File: src/rtl/uart_tx_arbiter.sv
// Round-robin sharing of a single uart_tx between two byte producers.
// Each port holds one byte; the FSM issues tx_start and follows tx_busy until the frame ends.
module uart_tx_arbiter #(
   parameter int BUSY_TIMEOUT = 4
) (
   input  logic       clk,
   input  logic       rst_n,
   input  logic       req0_valid,
   input  logic [7:0] req0_data,
   output logic       req0_ready,
   input  logic       req1_valid,
   input  logic [7:0] req1_data,
   output logic       req1_ready,
   output logic       tx_start,
   output logic [7:0] tx_data,
   input  logic       tx_busy,
   output logic [1:0] grant,
   output logic       err_timeout
);

   localparam int CNT_W = $clog2(BUSY_TIMEOUT + 1);

   typedef enum logic [1:0] {IDLE, START, WAIT_BUSY, WAIT_DONE} state_t;

   state_t             state_reg, state_next;
   logic [CNT_W-1:0]   cnt_reg, cnt_next;
   logic               last_reg, last_next;
   logic               start_reg, start_next;
   logic [7:0]         data_reg, data_next;
   logic [1:0]         grant_reg, grant_next;
   logic               err_reg, err_next;

   logic [1:0]         req_valid;
   logic [7:0]         req_data [2];
   logic [1:0]         full;
   logic [7:0]         buf_q [2];
   logic [1:0]         release_port;
   logic               winner;

   assign req_valid   = {req1_valid, req0_valid};
   assign req_data[0] = req0_data;
   assign req_data[1] = req1_data;

   // A port's buffer is freed on the edge that leaves START for its grant.
   for (genvar gi = 0; gi < 2; gi++) begin : g_port
      logic       full_reg;
      logic [7:0] buf_reg;

      always_ff @(posedge clk or negedge rst_n) begin
         if (!rst_n) begin
            full_reg <= 1'b0;
            buf_reg  <= 8'h00;
         end else if (req_valid[gi] && !full_reg) begin
            full_reg <= 1'b1;
            buf_reg  <= req_data[gi];
         end else if (release_port[gi]) begin
            full_reg <= 1'b0;
         end
      end

      assign full[gi]         = full_reg;
      assign buf_q[gi]        = buf_reg;
      assign release_port[gi] = (state_reg == START) && grant_reg[gi];
   end

   // With both full the port that did not go last wins; otherwise the only full one.
   assign winner = (full == 2'b11) ? ~last_reg : full[1];

   always_ff @(posedge clk or negedge rst_n) begin
      if (!rst_n) begin
         state_reg <= IDLE;
         cnt_reg   <= '0;
         last_reg  <= 1'b1;
         start_reg <= 1'b0;
         data_reg  <= 8'h00;
         grant_reg <= 2'b00;
         err_reg   <= 1'b0;
      end else begin
         state_reg <= state_next;
         cnt_reg   <= cnt_next;
         last_reg  <= last_next;
         start_reg <= start_next;
         data_reg  <= data_next;
         grant_reg <= grant_next;
         err_reg   <= err_next;
      end
   end

   always_comb begin
      state_next = state_reg;
      cnt_next   = cnt_reg;
      last_next  = last_reg;
      start_next = 1'b0;
      data_next  = data_reg;
      grant_next = grant_reg;
      err_next   = err_reg;
      case (state_reg)
         IDLE: begin
            if ((|full) && !tx_busy) begin
               state_next = START;
               start_next = 1'b1;
               grant_next = winner ? 2'b10 : 2'b01;
               data_next  = winner ? buf_q[1] : buf_q[0];
               last_next  = winner;
            end
         end
         START: begin
            state_next = WAIT_BUSY;
            cnt_next   = '0;
         end
         WAIT_BUSY: begin
            if (tx_busy) begin
               state_next = WAIT_DONE;
            end else if (cnt_reg == CNT_W'(BUSY_TIMEOUT - 1)) begin
               err_next   = 1'b1;
               grant_next = 2'b00;
               state_next = IDLE;
            end else begin
               cnt_next = cnt_reg + 1'b1;
            end
         end
         WAIT_DONE: begin
            if (!tx_busy) begin
               grant_next = 2'b00;
               state_next = IDLE;
            end
         end
         default: state_next = IDLE;
      endcase
   end

   assign req0_ready  = !full[0];
   assign req1_ready  = !full[1];
   assign tx_start    = start_reg;
   assign tx_data     = data_reg;
   assign grant       = grant_reg;
   assign err_timeout = err_reg;

endmodule

File: config.mk
export PLATFORM = sky130hd
export DESIGN_NAME = uart_tx_arbiter
export DESIGN_NICKNAME = d
export VERILOG_FILES = /design/src/rtl/uart_tx_arbiter.sv
export SDC_FILE = /design/constraint.sdc
export NUM_CORES = 1
export LEC_CHECK = 0
export BUFFER_PORTS_ARGS = -buffer_cell sky130_fd_sc_hd__buf_2
export CAP_MARGIN = 20
export CORE_MARGIN = 2
export CORE_UTILIZATION = 50
export CTS_CLUSTER_DIAMETER = 40
export DETAILED_ROUTE_END_ITERATION = 8
export PLACE_DENSITY = 0.74
export SLEW_MARGIN = 25
export SYNTH_ARGS = -nofsm -noshare
export SYNTH_HDL_FRONTEND = slang
export SYNTH_SLANG_ARGS = --single-unit
File: constraint.sdc
create_clock -name clk -period 3.9 [get_ports clk]
set_clock_uncertainty 0.1 [all_clocks]
set_input_delay 0.78 -clock clk [delete_from_list [all_inputs] [get_ports clk]]
set_output_delay 0.78 -clock clk [all_outputs]
set_load 0.05 [all_outputs]
==> key figures <==
Synthesis
  • Top cells by area, synth: dfrtp_1, mux2_1, a2bb2oi_2
  • Cell taking the most area after synthesis: dfrtp_1
  • Most frequent cell after synthesis: dfrtp_1
  • Asr flop ratio synth: 100%
  • EDFF count, synth: 0
  • Mapped Cells: 117
  • Post-synthesis cell area: 1590 sq um
  • Mean Syn Cell Area: 13.6 sq um
  • Share of the synthesized area in the top cell type: 55.2%
  • Syn nets: 140
  • Primary FF master, synth: dfrtp_1
  • Synth warn: 0
  • FF+latch count, synth: 36
  • Most instantiated cells after synthesis: dfrtp_1, mux2_1, o32ai_1
  • Yosys cell types: 31
  • Seq/Total Area, Yosys: 56.8%

Global routing
  • Largest net degree at the start of global routing: 37
  • Global-route wire length before repair: 5110 um
  • Initial antenna violation count: 0
  • Number of global-route vias before repair: 1127
  • GR Overflow Total: 0
  • GRT Total Usage: 19.9%

STA
  • Max Slew Vio Count: 0
  • Least-Margin Pin Slew: 0.891 ns
  • Period utilization: 56.9%
  • RSZ-0062 raised after global routing: false
  • Setup Viol. Count Final: 0
  • Total negative slack: 0 ns
  • Tmin final: 2.22 ns
  • Relative slew slack: 40.5%
  • Final hold violations: 0
  • F_max: 0.451 GHz

Flow run
  • Max Cap Viol: 0

Clock network
  • # hold bufs at CTS: 0
  • Htree depth: 2
  • CTS-repair resized insts: 0
  • Post-CTS setup buffers: 0
  • Worst-path clk slew: 0.10 ns
  • CTS Sinks: 36
  • Insertion delay to the later sink of the worst-skew pair: 0.34 ns
  • TritonCTS clock tree: done
  • Total clock buffers created by CTS: 5
  • Clock buffer depth: 2
  • Root buf cell: clkbuf_4

Pwr
  • VDD IR max: 407 uV
  • Seq pwr share: 40.8%
  • P_int: 932 uW
  • PD cells: 913 nW/um^2
  • Leak: 0.000852 uW
  • Switching Fraction: 44.5%
  • Psw: 749 uW
  • Clock share of power: 12.4%
  • Combinational cell fraction of total power: 46.8%

Die
  • Die X: 60.4 um
  • Num ports: 35
  • Die Y: 60.4 um
  • Core ar.: 3030 sq um
  • Initial Util: 52.4%
  • DIE AREA: 3640 sq um
  • Site row count: 20

Setup path
  • Startpoint types: flip-flop
  • Crit path max-delay family: buffers and inverters
  • Critical path type: flip-flop to output pin
  • Crit-path max FO: 10
  • Flop-to-flop setup slack: 2.03 ns
  • Crit path buf inv count: 2
  • CP max stage delay: 0.47 ns
  • Critical-path top delay cell: dfrtp_1
  • CP Cell Sequence: inv_2 > buf_2
  • Arrival @ worst endpoint: 1.34 ns
  • Worst Setup End Kind: output pin
  • CP required: 3.02 ns

Final layout
  • Max reg flops: 16
  • # diodes: 0
  • Layout area overhead: 15.9%
  • Share of layout cells above drive strength 1: 34.0%
  • Post-route cell area: 1840 sq um
  • # nets final: 175

Routing
  • Routed Wire Length: 3160 um
  • Via Count: 1100
  • Drt pass-1 iters: 4
  • Post-route ant nets: 0
  • Iteration-0 DRC count of the detailed router: 24
  • Vias per cell: 5.58
  • DR WL/cell: 16.1 um
  • DRC: 0

Placed design
  • Dpl hpwl: 2140 um
  • DP Area: 1780 sq um
  • Port bufs: 34
  • Routability Congestion: 0.744

Run status
  • Outcome: complete, no violations

Hold path
  • Hold WC Path Type: flip-flop to flip-flop
metal layers:
metal | track usage (%) | vias up | share of wire (%)
met5 | 0 | - | 0
met4 | 9.21 | 0 | 1.8
met3 | 6.82 | 7 | 5.3
met2 | 30.9 | 33 | 48
met1 | 25.1 | 549 | 45
li1 | - | 511 | -
through the flow:
step	hold WS (ns)	total power, uW	cells	setup slack [ns]	utilization, %
finish	0.383	1680	197	1.68	60.8
global route	0.417	1780	197	1.63	60.8
CTS	0.390	1690	197	1.67	60.8
detailed placement	0.368	1480	189	1.69	58.8
global placement	0.347	1450	189	1.74	58.8
floorplan	0.359	1300	117	2.22	-
power by group through the flow:
stage               Clock [uW]  Combinational (uW)  Sequential, uW
floorplan                    0                 448             852
global placement             0                 765             682
detailed placement           0                 791             692
CTS                        211                 795             686
global route               230                 843             708
finish                     208                 787             685
path summary, 6_finish.rpt:
path | to | depth (start not counted) | startpoint
worst max register to register | grant[1] | 4 | state_reg[1]
worst min register to register | err_timeout | 1 | err_timeout
worst max-delay path | req0_ready | 2 | g_port[0].full_reg
max in group asynchronous | cnt_reg[1] | 1 | rst_n
worst min-delay path | err_timeout | 1 | err_timeout
min in group asynchronous | tx_start | 1 | rst_n
cell families (layout without fill, tap and decap cells):
family,count (synthesis),after routing,share of synthesized area [%]
AOI/OAI and AO/OA,37,37,21.4
adders and majority gates,2,2,1.58
DFF,36,36,56.8
and+or+nand+nor,13,13,4.65
buffers and inverters,12,48,3.62
muxes,17,17,12.0
cell usage in the layout (no fill, tap or decap), types with 3 or more instances in the layout:
cell	instances
a22o_1	3
dfrtp_1	35
a31oi_1	3
nor2_1	5
mux2_1	16
buf_2	34
o21ai_0	5
a2bb2oi_2	7
inv_1	4
nor2b_1	3
o32ai_1	8
clkbuf_4	5
worst reg2reg max path: stages (launching register included):
cell and delay (ns):
dfrtp_1 0.51, nor3_2 0.20, buf_4 0.25, a21boi_4 0.51
mux2i_1 0.24
area by class of cell:
type	count	area, sq um
Clock buffer	8	58.8
Fill cell	241	1190
Inverter	5	18.8
Multi-Input combinational cell	69	628
Sequential cell	36	902
Tap cell	44	55.1
Timing Repair Buffer	35	178
(Power assumes the default switching activity.)
